<file path="src/rtl/ripple_count_monitor_pkg.sv">
// rtl/ripple_count_monitor_pkg.sv - shared types and helpers for the ripple counter monitor
package ripple_count_monitor_pkg;

    typedef enum logic [1:0] {
        SEED  = 2'd0,
        TRACK = 2'd1,
        STALL = 2'd2
    } state_t;

    localparam int CW_DEFAULT = 3;

    function automatic logic [31:0] dec_mod(input logic [31:0] value, input int width);
        logic [31:0] mask;
        mask = (32'd1 << width) - 32'd1;
        return (value - 32'd1) & mask;
    endfunction

endpackage

</file>
<file path="src/rtl/ripple_count_sync_filter.sv">
// rtl/ripple_count_sync_filter.sv - synchroniser plus stability filter for ripple counter outputs
module ripple_count_sync_filter
    import ripple_count_monitor_pkg::*;
#(
    parameter int CW          = CW_DEFAULT,
    parameter int SYNC_STAGES = 2,
    parameter int STABLE_CYC  = 2
) (
    input  logic          clk,
    input  logic          rst,
    input  logic [CW-1:0] cnt_in,
    input  logic [CW-1:0] cnt_value,
    input  logic          seed_mode,
    output logic [CW-1:0] cand,
    output logic          accept
);

    localparam int SW = $clog2(STABLE_CYC + 1);
    localparam logic [SW-1:0] STAB_MAX = SW'(STABLE_CYC);

    logic [CW-1:0] sync_q [SYNC_STAGES];
    logic [CW-1:0] q_s;
    logic [CW-1:0] cand_q;
    logic [CW-1:0] cand_d;
    logic [SW-1:0] stab_q;
    logic [SW-1:0] stab_d;

    assign q_s = sync_q[SYNC_STAGES-1];

    always_ff @(posedge clk) begin
        if (rst) begin
            for (int i = 0; i < SYNC_STAGES; i++) begin
                sync_q[i] <= '1;
            end
        end else begin
            sync_q[0] <= cnt_in;
            for (int i = 1; i < SYNC_STAGES; i++) begin
                sync_q[i] <= sync_q[i-1];
            end
        end
    end

    always_comb begin
        cand_d = cand_q;
        stab_d = stab_q;
        if (q_s != cand_q) begin
            cand_d = q_s;
            stab_d = SW'(1);
        end else if (stab_q != STAB_MAX) begin
            stab_d = stab_q + SW'(1);
        end
    end

    // Fires only on the edge where the run length reaches the threshold, so a
    // settled value is offered once; cand_d is exported so the edge that
    // fires accept also loads the matching value.
    assign accept = (stab_d == STAB_MAX)
                  && ((stab_q != STAB_MAX) || (q_s != cand_q))
                  && (seed_mode || (cand_d != cnt_value));
    assign cand   = cand_d;

    always_ff @(posedge clk) begin
        if (rst) begin
            cand_q <= '1;
            stab_q <= '0;
        end else begin
            cand_q <= cand_d;
            stab_q <= stab_d;
        end
    end

endmodule

</file>
<file path="src/rtl/ripple_count_monitor.sv">
// rtl/ripple_count_monitor.sv - tracks a ripple down-counter, flags wraps, sequence errors and stalls
module ripple_count_monitor
    import ripple_count_monitor_pkg::*;
#(
    parameter int CW          = CW_DEFAULT,
    parameter int SYNC_STAGES = 2,
    parameter int STABLE_CYC  = 2,
    parameter int TIMEOUT     = 256,
    parameter int WRAP_W      = 8,
    parameter int ERR_W       = 8
) (
    input  logic              clk,
    input  logic              rst,
    input  logic [CW-1:0]     cnt_in,
    input  logic              clr,
    output logic [CW-1:0]     cnt_value,
    output logic              cnt_valid,
    output logic              seeded,
    output logic              wrap,
    output logic              err,
    output logic              stall,
    output logic [WRAP_W-1:0] wrap_count,
    output logic [ERR_W-1:0]  err_count
);

    localparam int TW = $clog2(TIMEOUT + 1);
    localparam logic [TW-1:0] T_LAST = TW'(TIMEOUT - 1);

    state_t        state_q;
    state_t        state_d;
    logic [CW-1:0] cand;
    logic          accept;
    logic [TW-1:0] timer;
    logic          step_ok;
    logic          do_check;
    logic          do_wrap;
    logic          do_err;
    logic          timer_run;
    logic          to_stall;

    ripple_count_sync_filter #(
        .CW          (CW),
        .SYNC_STAGES (SYNC_STAGES),
        .STABLE_CYC  (STABLE_CYC)
    ) u_filter (
        .clk       (clk),
        .rst       (rst),
        .cnt_in    (cnt_in),
        .cnt_value (cnt_value),
        .seed_mode (state_q == SEED),
        .cand      (cand),
        .accept    (accept)
    );

    assign step_ok = (cand == CW'(dec_mod(32'(cnt_value), CW)));
    assign do_wrap = do_check && step_ok && (cnt_value == '0);
    assign do_err  = do_check && !step_ok;

    always_comb begin
        state_d   = state_q;
        do_check  = 1'b0;
        timer_run = 1'b0;
        to_stall  = 1'b0;
        case (state_q)
            SEED: begin
                if (accept) state_d = TRACK;
            end
            TRACK: begin
                if (accept) begin
                    do_check = 1'b1;
                end else begin
                    timer_run = 1'b1;
                    if (timer == T_LAST) begin
                        to_stall = 1'b1;
                        state_d  = STALL;
                    end
                end
            end
            STALL: begin
                if (accept) begin
                    do_check = 1'b1;
                    state_d  = TRACK;
                end
            end
            default: state_d = SEED;
        endcase
    end

    always_ff @(posedge clk) begin
        if (rst) begin
            state_q    <= SEED;
            cnt_value  <= '1;
            cnt_valid  <= 1'b0;
            seeded     <= 1'b0;
            wrap       <= 1'b0;
            err        <= 1'b0;
            stall      <= 1'b0;
            timer      <= '0;
            wrap_count <= '0;
            err_count  <= '0;
        end else begin
            state_q   <= state_d;
            cnt_valid <= accept;
            wrap      <= do_wrap;
            err       <= do_err;
            // Loading cand on an illegal step resyncs the next check to it.
            if (accept) begin
                cnt_value <= cand;
                seeded    <= 1'b1;
                timer     <= '0;
                stall     <= 1'b0;
            end else if (timer_run) begin
                timer <= timer + TW'(1);
            end
            if (to_stall) stall <= 1'b1;
            if (clr) begin
                wrap_count <= '0;
            end else if (do_wrap && (wrap_count != '1)) begin
                wrap_count <= wrap_count + WRAP_W'(1);
            end
            if (clr) begin
                err_count <= '0;
            end else if (do_err && (err_count != '1)) begin
                err_count <= err_count + ERR_W'(1);
            end
        end
    end

endmodule
</file>
<file path="config.mk">
export PLATFORM = sky130hd
export DESIGN_NAME = ripple_count_monitor
export DESIGN_NICKNAME = d
export VERILOG_FILES = /design/src/rtl/ripple_count_monitor_pkg.sv /design/src/rtl/ripple_count_sync_filter.sv /design/src/rtl/ripple_count_monitor.sv
export SDC_FILE = /design/constraint.sdc
export NUM_CORES = 1
export LEC_CHECK = 0
export ABC_AREA = 0
export BUFFER_PORTS_ARGS = -buffer_cell sky130_fd_sc_hd__buf_2
export CAP_MARGIN = 20
export CELL_PAD_IN_SITES_DETAIL_PLACEMENT = 2
export CELL_PAD_IN_SITES_GLOBAL_PLACEMENT = 2
export CORE_ASPECT_RATIO = 1.75
export CORE_MARGIN = 8
export CORE_UTILIZATION = 31
export DETAILED_ROUTE_END_ITERATION = 7
export PLACE_DENSITY_LB_ADDON = 0.15
export SYNTH_ARGS = -nofsm -noshare
export SYNTH_HDL_FRONTEND = slang
export SYNTH_SLANG_ARGS = --single-unit
</file>
<file path="constraint.sdc">
create_clock -name clk -period 2.5 [get_ports clk]
set_input_delay 0.5 -clock clk [delete_from_list [all_inputs] [get_ports clk]]
set_output_delay 0.5 -clock clk [all_outputs]
set_load 0.03 [all_outputs]
</file>
## Yosys cells after proc, flatten, opt, wreduce, memory -nomap -nowiden

Memory sizes are Yosys's and may differ from the RTL's.
Index checks and enable logic that the tools add are counted.

| operators by class | value |
|---|---|
| multiply operators | 0 |
| equality and inequality tests | 13 |
| shift operators | 0 |
| bitwise operators | 2 |
| multiplexer cells | 21 |
| order comparisons | 0 |
| add/sub/neg operators | 5 |
| reduce and logical (&&, ||, !) cells | 18 |
| divide/modulo/power cells | 0 |

Operators with widths:

| kind | count |
|---|---|
| 8-bit by 1-bit adder with 8-bit output, second input constant | 2 |
| 8-bit inequality test, second input constant | 2 |
| 1-bit two-way mux | 12 |
| 2-bit two-way mux | 5 |
| 9-bit by 1-bit adder with 9-bit output, second input constant | 1 |
| 9-bit by 8-bit == test with 1-bit output, second input constant | 1 |
| 3-bit two-way mux | 3 |
| 2-bit OR reduction | 4 |
| 1-bit logical AND | 7 |
| 2-bit inequality test, second input constant | 3 |
| 3-bit inequality test | 2 |
| 2-bit == test, second input constant | 2 |
| 2-bit one-hot mux with 2 select lines | 1 |
| 3-bit == test | 1 |
| 3-bit logical NOT | 1 |
| 3-bit AND reduction | 1 |
| 3-bit by 1-bit subtractor with 3-bit output, second input constant | 1 |
| 2-bit by 1-bit adder with 2-bit output, second input constant | 1 |
| 2-bit by 1-bit == test with 1-bit output, second input constant | 1 |
| 2-bit logical NOT | 1 |
| 1-bit logical OR | 2 |
| 2-bit by 1-bit inequality test with 1-bit output, second input constant | 1 |
| 1-bit bitwise OR | 2 |
| 2-bit nonzero test | 1 |
| 1-bit logical NOT | 1 |

| storage, ports and cells | value |
|---|---|
| output and inout bits | 24 |
| register bits after elaboration | 40 |
| memory bits (writable) | 6 |
| ROM bits | 0 |
| memories | 1 |
| bits in latches | 0 |

Memory list:

| memory | words | bits a word | read ports | clocked after Yosys merged registers in | write ports | line | RTL |
|---|---|---|---|---|---|---|---|
| u_filter.sync_q | 2 | 3 | 2 | 0 | 2 | ripple_count_sync_filter.sv:21 | `logic [CW-1:0] sync_q [SYNC_STAGES];` |

## Logic depth before layout (Yosys ltp)

| logic depth | value |
|---|---|
| word-level depth | 11 |
| depth in mapped cells | 8 |

## By module

Synthesis repeated with hierarchy kept, for this count alone.

| unflattened totals | value |
|---|---|
| cells, all modules | 236 |
| area total of the unflattened synthesis | 2212.1 um2 |

Modules (own cells, without submodules):

| module | times used | cells an instance | area an instance (um2) |
|---|---|---|---|
| ripple_count_monitor | 1 | 196 | 1765.4 |
| ripple_count_sync_filter | 1 | 40 | 446.7 |

## Worst setup path after synthesis

Ideal clock, no wire load.

| path | value |
|---|---|
| path kind | reg2reg |
| start point | register cnt_value[0] |
| end point | register wrap_count[6] |
| setup time | 0.070 ns |
| data arrival time | 2.562 ns |
| period minus slack after synthesis | 2.633 ns |
| data required time | 2.430 ns |
| cell stages (with the launch flop) | 9 |
| buffers on the path | 1 |
| path slack | -0.133 ns |
| cells stage by stage | dfxtp_1 -> inv_1 -> ha_1 -> xnor2_1 -> or4_4 -> a41o_1 -> buf_6 -> or4_1 -> a21oi_1 |

| between the ends | value |
|---|---|
| longest elaborated chain between the ends | 8 |
| elaborated cells between the ends (all ways) | 11 |

RTL lines:

| element | line | RTL |
|---|---|---|
| start: declaration | ripple_count_monitor.sv:16 | `output logic [CW-1:0] cnt_value,` |
| start signal: assignment | ripple_count_monitor.sv:108 | `cnt_value <= cand;` |
| branches (longest 6 deep; another with 3-bit by 1-bit subtractor with 3-bit output) | - |  |
| 1-bit logical AND (*) | ripple_count_monitor.sv:56 | `assign do_wrap = do_check && step_ok && (cnt_value == '0);` |
| 1-bit logical AND (*) | ripple_count_monitor.sv:118 | `end else if (do_wrap && (wrap_count != '1)) begin` |
| end signal: assignment | ripple_count_monitor.sv:119 | `wrap_count <= wrap_count + WRAP_W'(1);` |
| end: declaration | ripple_count_monitor.sv:22 | `output logic [WRAP_W-1:0] wrap_count,` |

Every way passes the cells marked *.
A chain may end at the register's enable or synchronous reset.

## Worst setup path after layout

| path | value |
|---|---|
| start point | register state_q[1] |
| end point | register wrap_count[4] |

| between the ends | value |
|---|---|
| longest elaborated chain between the ends | 8 |
| elaborated cells between the ends (all ways) | 11 |

RTL lines:

| element | line | RTL |
|---|---|---|
| start: declaration | ripple_count_monitor.sv:29 | `state_t state_q;` |
| start signal: assignment | ripple_count_monitor.sv:102 | `state_q <= state_d;` |
| 2-bit logical NOT | ripple_count_monitor.sv:50 | `.seed_mode (state_q == SEED),` |
| 1-bit logical OR | ripple_count_sync_filter.sv:59 | `&& (seed_mode \|\| (cand_d != cnt_value));` |
| 1-bit logical AND | ripple_count_sync_filter.sv:59 |  |
| 1-bit two-way mux | ripple_count_monitor.sv:69, ripple_count_monitor.sv:80 |  |
| 1-bit two-way mux (*) | - |  |
| 1-bit logical AND (*) (2 in series) | ripple_count_monitor.sv:56 |  |
| 1-bit logical AND (*) | ripple_count_monitor.sv:118 |  |

Mark *: on every way between the ends. The rest lies on a longest branch, timed or not.

==> flow_summary_export.csv <==
group,metric,value,unit
outcome,status,"completed",
synth,synth_area_leaders,"dfxtp_1 (43%), ha_1 (6.5%), nor2_1 (4.2%)",
finish,areaGrowthSynthToFinish,20.11,%
detailed_routing,drc,0,
cts,clk_pin_slew_worst_paths,0.06,ns
cts,cts_buffers,5,
finish,layout_common_cells,"dfxtp_1 (44), buf_2 (29), nor2_1 (24)",
power_and_ir_drop,max-vdd-ir-drop,0.3570,mV
floorplan,core_area,6756,um2
synth,syn_area_per_cell,8.879,um2
flow_run,drv_cap,0,
cts,postCtsHoldBufs,0,
critical_path,crit_path_end_kind,"register",
global_route,grt_max_degree,16,
cts,cts_root_buffer,"clkbuf_16",
sta,fin_skew,0.005877,ns
synth,post-synth-top-area-cell,"dfxtp_1",
detailed_routing,ant_nets,0,
synth,synthArstFlopShare,0,%
synth,syn_area,2122,um2
place,portBuffers,29,
sta,period_minus_slack,2.366,ns
floorplan,ios,30,
synth,ys_seq_elements,46,
critical_path,crit_chain,"inv_1 > ha_1 > nand3b_1 > or4_4 > a41o_4 > or4_1 > a21oi_2",
finish,final_cell_area,2549,um2
sta,final_max_slew_viol_count,0,
synth,seq_area_frac_synth,43.40,%
finish,drive_gt1_share,23.53,%
finish,nets,288,
finish,final_common_cell,"dfxtp_1",
floorplan,die_y,125.5,um
cts,cts_tree,"yes",
sta,fin_crit_sh,94.63,%
place,dp_hpwl,4140,um
sta,max_freq,422.7,MHz
synth,yosysWarningCount,0,
global_route,grt-ovfl-total,0,
place,gp_congestion,0.6986,
cts,clk_path_buf_depth,2,
finish,nFillCells,790,
critical_path,start_kind,"register",
critical_path,cp.arrival,2.59,ns
worst_hold_path,min_path_type,"input pin to register",
global_route,first_global_vias,2000,
critical_path,cpMaxStageDelayCell,"or4_4",
global_route,grt_pass1_wl,9542,um
critical_path,worst_ep_required_time,2.73,ns
sta,finalSetupTns,0,ns
sta,worstMarginPinSlew,0.4499,ns
synth,synthesis.nets,256,
critical_path,cp_top_family,"simple AND/OR/NAND/NOR gates",
critical_path,crit_fanout,6,
global_route,track_usage,11.88,%
cts,clock_sinks,46,
critical_path,r2r_setup_slack,0.13,ns
sta,rsz0062_at_grt,"false",
synth,yosys_most_used_dff,"dfxtp_1",
synth,synth.top_cell.area_share,43.40,%
floorplan,num_rows,40,
critical_path,critPathMaxStageDelay,0.56,ns
detailed_routing,vias,1843,
synth,syn_inst,239,
critical_path,critPathKind,"register to register",
floorplan,start_util,31.41,%
sta,hold_viol_final,0,
synth,ys_types,35,
power_and_ir_drop,power_density,643.4,nW/um2
place,placed_cell_area,2364,um2
cts,worstSkewPairLatency,0.29,ns
detailed_routing,via_per_inst,5.177,
floorplan,die_w,78.54,um
cts,htree_levels,2,
detailed_routing,drt_iter0_drc,61,
critical_path,path_buf_inv,1,
detailed_routing,drt_wl_total,5548,um
global_route,antenna_found_initial,0,
finish,multiInputGateArea,1122,um2
finish,antennaDiodeCount,0,
sta,relSlewSlack,69.90,%
power_and_ir_drop,p_leak,0.001054,uW
finish,final-seq-area,923.4,um2
synth,synth-edff-count,0,
detailed_routing,dr.pass1.iters,4,
sta,finalSetupViolations,0,
floorplan,die_area,9853,um2
detailed_routing,wl_per_cell,15.58,um
==> cell usage after synthesis, types with 5 or more instances <==
cell type,instances
or2_2,11
xor2_1,5
nand4_1,10
ha_1,11
or4_1,5
nand2_1,18
xnor2_1,10
inv_1,15
o21ai_0,5
a21oi_1,15
nand3_1,8
and3_1,7
dfxtp_1,46
nor2_1,24
clkbuf_1,10
o31ai_1,5
==> cells by family after synthesis <==
| logic type | after synthesis | share of synthesized area, % |
|---|---|---|
| fa+ha+maj | 11 | 6.486 |
| xor+xnor | 16 | 7.311 |
| flops | 46 | 43.40 |
| mux | 1 | 0.4717 |
| buf+inv | 26 | 4.953 |
| compound gates | 44 | 13.92 |
| simple gates | 95 | 23.47 |
==> path summary, 6_finish.rpt <==
check	end	depth (start not counted)	start
max	wrap_count[4]	7	state_q[1]
min	u_filter.sync_q[0][2]	2	cnt_in[2]
max reg2reg	wrap_count[4]	7	state_q[1]
min reg2reg	u_filter.sync_q[0][4]	1	u_filter.sync_q[0][1]
==> metrics by stage <==
| step | total power, uW | hold slack (ns) | std cells | util, % | setup slack, ns |
|---|---|---|---|---|---|
| 2_1_floorplan | 923.1 | 0.3895 | 239 | - | 0.0009670 |
| 3_3_place_gp | 976.2 | 0.3914 | 346 | 34.98 | 0.07345 |
| 3_5_place_dp | 981.4 | 0.3985 | 346 | 34.98 | 0.01974 |
| 4_1_cts | 1675 | 0.3789 | 354 | 37.22 | 0.0007803 |
| 5_1_grt | 1722 | 0.3877 | 356 | 37.72 | 0.05162 |
| 6_report | 1640 | 0.3897 | 356 | 37.72 | 0.1342 |
==> repair_timing <==
| action | CTS | global route |
|---|---|---|
| resized for setup | 0 | 3 |
| buffers inserted | 0 | 1 |
| endpoints found under the setup margin | 0 | 5 |
==> final cells by class <==
type / instances / area share, %
clock inverter: 2 / 0.4909
tap: 84 / 4.124
sequential: 46 / 36.23
timing repair buffer: 35 / 7.462
multi-input combinational: 168 / 44.04
clock buffer: 6 / 5.449
inverter: 15 / 2.209
==> where the power goes <==
group          total, uW  switching, uW  internal (uW)  leakage (uW)
sequential           775           17.3            758      0.000373
clock                679            283            396     0.0000729
combinational        185            116           69.2      0.000608
total               1640            417           1220       0.00105
==> metal layers <==
layer | track usage (%) | wire [um] | share of wire [%] | vias to the layer above
met4 | 5.049 | 99 | 1.8 | 0
met3 | 3.587 | 206 | 3.7 | 7
met5 | 0 | 0 | 0 | -
met1 | 11.41 | 2100 | 38 | 908
met2 | 22.21 | 3141 | 57 | 21
li1 | - | - | - | 907
==> sequential cells by signal (all words and copies together), names as in the netlist <==
signal	flops
cnt_valid	1
cnt_value	3
err	1
err_count	8
seeded	1
stall	1
state_q	2
timer	9
u_filter.cand_q	3
u_filter.stab_q	2
u_filter.sync_q	6
wrap	1
wrap_count	8
Note: power is estimated with default switching activity, not from simulation.
